<file path="config.mk">
export PLATFORM = sky130hd
export DESIGN_NAME = dma_bus_arbiter
export DESIGN_NICKNAME = d
export VERILOG_FILES = /design/src/rtl/dma_bus_arbiter.sv
export SDC_FILE = /design/constraint.sdc
export NUM_CORES = 1
export LEC_CHECK = 0
export CAP_MARGIN = 5
export CORE_AREA = 2 2 116 118
export CTS_CLUSTER_DIAMETER = 40
export DETAILED_ROUTE_END_ITERATION = 12
export DIE_AREA = 0 0 118 120
export HOLD_SLACK_MARGIN = 0.08
export PLACE_DENSITY_LB_ADDON = 0.05
export SYNTH_ARGS = -nofsm -noshare
export SYNTH_HDL_FRONTEND = slang
export SYNTH_SLANG_ARGS = --single-unit
</file>
<file path="constraint.sdc">
create_clock -name clk -period 1.26 [get_ports clk]
set_input_delay 0.126 -clock clk [delete_from_list [all_inputs] [get_ports clk]]
set_output_delay 0.126 -clock clk [all_outputs]
set_load 0.03 [all_outputs]
</file>
<file path="src/rtl/dma_bus_arbiter.sv">
// Two-master memory arbiter: CPU owns the bus, CP2 takes it via HOLD/HOLD_ACK.
// Optional forced-release watchdog is enabled with `define DMA_TIMEOUT_EN.
module dma_bus_arbiter #(
  parameter int ADDR_W       = 32,
  parameter int DATA_W       = 32,
  parameter int MAX_HOLD_CYC = 4096
) (
  input  logic              clk,
  input  logic              reset_n,
  input  logic              cpu_we,
  input  logic [ADDR_W-1:0] cpu_addr,
  input  logic [DATA_W-1:0] cpu_wd,
  input  logic              cpu_busy,
  output logic [DATA_W-1:0] cpu_rd,
  output logic              cpu_stall,
  input  logic              dma_hold,
  input  logic              dma_we,
  input  logic [ADDR_W-1:0] dma_addr,
  input  logic [DATA_W-1:0] dma_wd,
  output logic [DATA_W-1:0] dma_rd,
  output logic              dma_hold_ack,
  output logic              mem_we,
  output logic [ADDR_W-1:0] mem_addr,
  output logic [DATA_W-1:0] mem_wd,
  input  logic [DATA_W-1:0] mem_rd,
  input  logic              timeout_clr,
  output logic              timeout_irq
);

  typedef enum logic [2:0] {
    IDLE    = 3'd0,
    DRAIN   = 3'd1,
    GRANT   = 3'd2,
    RELEASE = 3'd3
`ifdef DMA_TIMEOUT_EN
    ,
    LOCKOUT = 3'd4
`endif
  } state_t;

  state_t state;
  state_t state_nxt;
  logic   set_to;
  logic   sel_dma;
  logic   is_rel;

`ifdef DMA_TIMEOUT_EN
  localparam int CNT_W = $clog2(MAX_HOLD_CYC + 1);
  logic [CNT_W-1:0] cnt;
  logic             cnt_hit;

  assign cnt_hit = (cnt == CNT_W'(MAX_HOLD_CYC - 1));
`endif

  // State register; reset returns the bus to the CPU.
  always_ff @(posedge clk) begin
    if (!reset_n) begin
      state <= IDLE;
    end else begin
      state <= state_nxt;
    end
  end

  // Next-state decode; a timeout only fires while HOLD is still high.
  always_comb begin
    state_nxt = state;
    set_to    = 1'b0;
    unique case (state)
      IDLE: begin
        if (dma_hold) state_nxt = DRAIN;
      end
      DRAIN: begin
        if (!dma_hold)     state_nxt = IDLE;
        else if (!cpu_busy) state_nxt = GRANT;
      end
      GRANT: begin
        if (!dma_hold) begin
          state_nxt = RELEASE;
        end
`ifdef DMA_TIMEOUT_EN
        else if (cnt_hit) begin
          state_nxt = LOCKOUT;
          set_to    = 1'b1;
        end
`endif
      end
      RELEASE: begin
        state_nxt = IDLE;
      end
`ifdef DMA_TIMEOUT_EN
      LOCKOUT: begin
        if (!dma_hold) state_nxt = IDLE;
      end
`endif
      default: begin
        state_nxt = IDLE;
      end
    endcase
  end

  // Output decode; the DMA mux is selected only from registered GRANT.
  always_comb begin
    sel_dma      = (state == GRANT);
    is_rel       = (state == RELEASE);
    cpu_stall    = (state == DRAIN) || sel_dma || is_rel;
    dma_hold_ack = sel_dma;
    mem_we       = cpu_we;
    mem_addr     = cpu_addr;
    mem_wd       = cpu_wd;
    if (sel_dma) begin
      mem_we   = dma_we;
      mem_addr = dma_addr;
      mem_wd   = dma_wd;
    end else if (is_rel) begin
      mem_we = 1'b0;
    end
  end

  assign cpu_rd = mem_rd;
  assign dma_rd = mem_rd;

`ifdef DMA_TIMEOUT_EN
  // GRANT cycle counter; cleared whenever the bus is not granted.
  always_ff @(posedge clk) begin
    if (!reset_n) begin
      cnt <= '0;
    end else if (state != GRANT) begin
      cnt <= '0;
    end else begin
      cnt <= cnt + 1'b1;
    end
  end

  // Sticky timeout flag; a new timeout beats a simultaneous clear.
  always_ff @(posedge clk) begin
    if (!reset_n) begin
      timeout_irq <= 1'b0;
    end else if (set_to) begin
      timeout_irq <= 1'b1;
    end else if (timeout_clr) begin
      timeout_irq <= 1'b0;
    end
  end
`else
  logic unused_cfg;
  assign unused_cfg  = timeout_clr ^ set_to ^ (MAX_HOLD_CYC == 0);
  assign timeout_irq = 1'b0;
`endif

endmodule

</file>
==> results.yml <==
final_layout:
  top_register: "state"
  largest_reg_flops: 2
  area_delta_synth_final_pct: 137
  drive_gt1_share_pct: 52.3
  diodes: 0
  fillers: 1394
  top_regs: "state x2"
  fin_nets: 467
  seqCellArea_um2: 42.5
  fin_cells: 474
  multi_input_area_um2: 995
  final_util_pct: 27.7
cts:
  clockRootBuffer: "clkbuf_16"
  numCtsBuffers: 3
  clkSinkCount: 2
  clk_pin_slew_ps: 30
  cts_buffer_depth: 2
  clock_latency_ps: 220
  htreeDepth: 1
  cts_tree: "done"
power_and_ir_drop:
  p_seq_share_pct: 3.6
  powerDensity_nw_per_um2: 546
  pwr-share-comb_pct: 71.8
  switching_share_pct: 32.3
  power.switching_uw: 634
  p_leak_nw: 1.51
  clock_power_share_pct: 24.6
  p_int_mw: 1.33
  vdd_drop_max_mv: 0.599
synth:
  synth_top_cell_area_share_pct: 33.6
  ys_warn_count: 0
  yosys-top-cells-area: "buf_4, mux2_4, mux2_2"
  yosysUniqueCellTypes: 18
  synth_nets: 316
  netlist_instances: 149
  synth-seq-area-share_pct: 2.64
  synth.largest_area_cell: "buf_4"
  synth_seq_cells: 2
  syn_area_um2: 1520
  syn-mean-instance-area_um2: 10.2
drt:
  finalWirelength_um: 7110
  wire_per_inst_um: 15.0
  drt_first_pass_iters: 2
  via_per_inst: 3.34
  ant_nets: 0
  num_vias: 1583
  drtIter0Drc: 14
  drc: 0
setup_path:
  regToRegStartpoint: "state[0]"
  critPathRequiredTime_ps: 1130
  cp_max_fo: 5
  timing.rr.end: "state[1]"
  start_kind: "register"
  critPathLaunch: "state[0]"
  worst_setup_path_end_kind: "output pin"
  reg2regPathDepth: 4
  r2r_setup_slack_ps: 150
  cp_data_arrival_time_ps: 1590
  critical_path_class: "register to output pin"
timing:
  final_max_slew_viol_count: 0
  setup_violations: 66
  fin_crit_ps: 1710
  hold_viol_final: 0
  worst_slack_ps: -455
  min_period_over_period_pct: 136
  fin_skew_ps: 0.685
  rsz0062_at_grt: "true"
  max_freq_mhz: 583
  whs_ps: 252
min_path:
  hold_path.class: "input port to output pin"
  min-delay-start: "mem_rd[30]"
  hold_end: "cpu_rd[30]"
  hold-path-cell-count: 0
global_route:
  antenna_found_initial: 0
  grt-ovfl-total: 0
  grt_pass1_wl_um: 10300
  grt_max_degree: 12
  grt_usage_pct: 9.30
  grt_pass1_vias: 1752
floorplanning:
  dieArea_um2: 14200
  initial_core_util_pct: 11.7
  rows: 42
  die_y_um: 120
  die_w_um: 118
  io_pins: 299
  core-area_um2: 13000
job:
  maxCapViolations: 0
place:
  dp.cells: 463
  gp_congestion: 0.730
  hpwl_um: 6100
  port_buffers: 200
run_status:
  outcome: "finished with violations"
  violations: "setup timing"
[routing by layer]
| metal | track usage (%) | share of wire (%) |
|---|---|---|
| met1 | 9.06 | 33 |
| met2 | 18.8 | 57 |
| met3 | 3.61 | 9.5 |
| met4 | 1.20 | 0.42 |
| met5 | 0 | 0 |
[placed cells by master, fill, tap and decap left out, types with 2 or more instances in the layout]
cell | netlist | routed
mux2_4 | 30 | 53
buf_4 | 68 | 18
dfxtp_2 | 0 | 2
buf_6 | 1 | 54
buf_16 | 0 | 2
buf_12 | 0 | 3
buf_2 | 0 | 6
clkbuf_16 | 0 | 4
clkdlybuf4s50_1 | 0 | 133
mux2_2 | 30 | 11
[power by group through the flow]
stage / clock [mW] / sequential [mW] / combinational [mW]
after floorplan: 0 / 0.0727 / 0.997
after global placement: 0 / 0.0713 / 1.31
after detailed placement: 0 / 0.0718 / 1.30
after CTS: 0.494 / 0.0711 / 1.41
after global routing: 0.501 / 0.0727 / 1.48
final: 0.483 / 0.0716 / 1.41
[layout make-up]
type / instances / area share, %
multi-input combinational: 74 / 27.7
timing repair buffer: 218 / 62.8
inverter: 1 / 0.104
sequential: 2 / 1.18
clock buffer: 3 / 2.09
tap: 176 / 6.12
[how the worst max path moves through the flow]
stage | end | slack [ps] | cells after the start
after floorplan | mem_addr[24] | -70 | 3
after global placement | mem_wd[3] | -520 | 3
after detailed placement | mem_wd[3] | -530 | 3
after CTS | mem_wd[23] | -480 | 5
after global routing | mem_wd[9] | -520 | 5
final | mem_addr[5] | -450 | 5
[critical path, cell delays in order (launching register included)]
cell and delay (ps):
dfxtp_2 300, and2b_4 290, buf_4 170, buf_6 140
mux2_4 290, buf_4 170
[cells by family (layout without fill, tap and decap cells)]
group / after synthesis / after routing / share of synthesized area, %
xor gates and xnor gates: 1 / 1 / 0.577
AOI/OAI and AO/OA: 3 / 3 / 1.40
other: 1 / 1 / 0.247
buffers and inverters: 73 / 222 / 37.6
muxes: 64 / 64 / 54.9
DFF: 2 / 2 / 2.64
and+or+nand+nor: 5 / 5 / 2.72
[stage by stage]
stage	TNS, ps	setup slack (ps)	cell area (µm²)	total power [mW]
2_1_floorplan	-2380	-67.3	1600	1.07
3_3_place_gp	-25540	-519	3190	1.38
3_5_place_dp	-26730	-534	3190	1.37
4_1_cts	-28820	-484	3540	1.97
5_1_grt	-31410	-520	3600	2.05
6_report	-27300	-455	3600	1.96
[Yosys cell counts (all sizes together)]
library cell   n
a22o           1
dfxtp          2
mux2          64
o21a           1
nor4bb         1
inv            1
and2b          1
nand2b         1
or2            1
o21ai          1
nand4b         1
conb           1
buf           72
xnor2          1
[what timing repair did]
item | 4_1_cts | 5_1_grt
endpoints found under the setup margin | 68 | 67
hold buffers | 0 | 0
pin swaps | 0 | 1
gates resized for setup | 100 | 11
cloned | 2 | 1
buffers inserted | 4 | 1
Power figures use the tool's default switching activity.
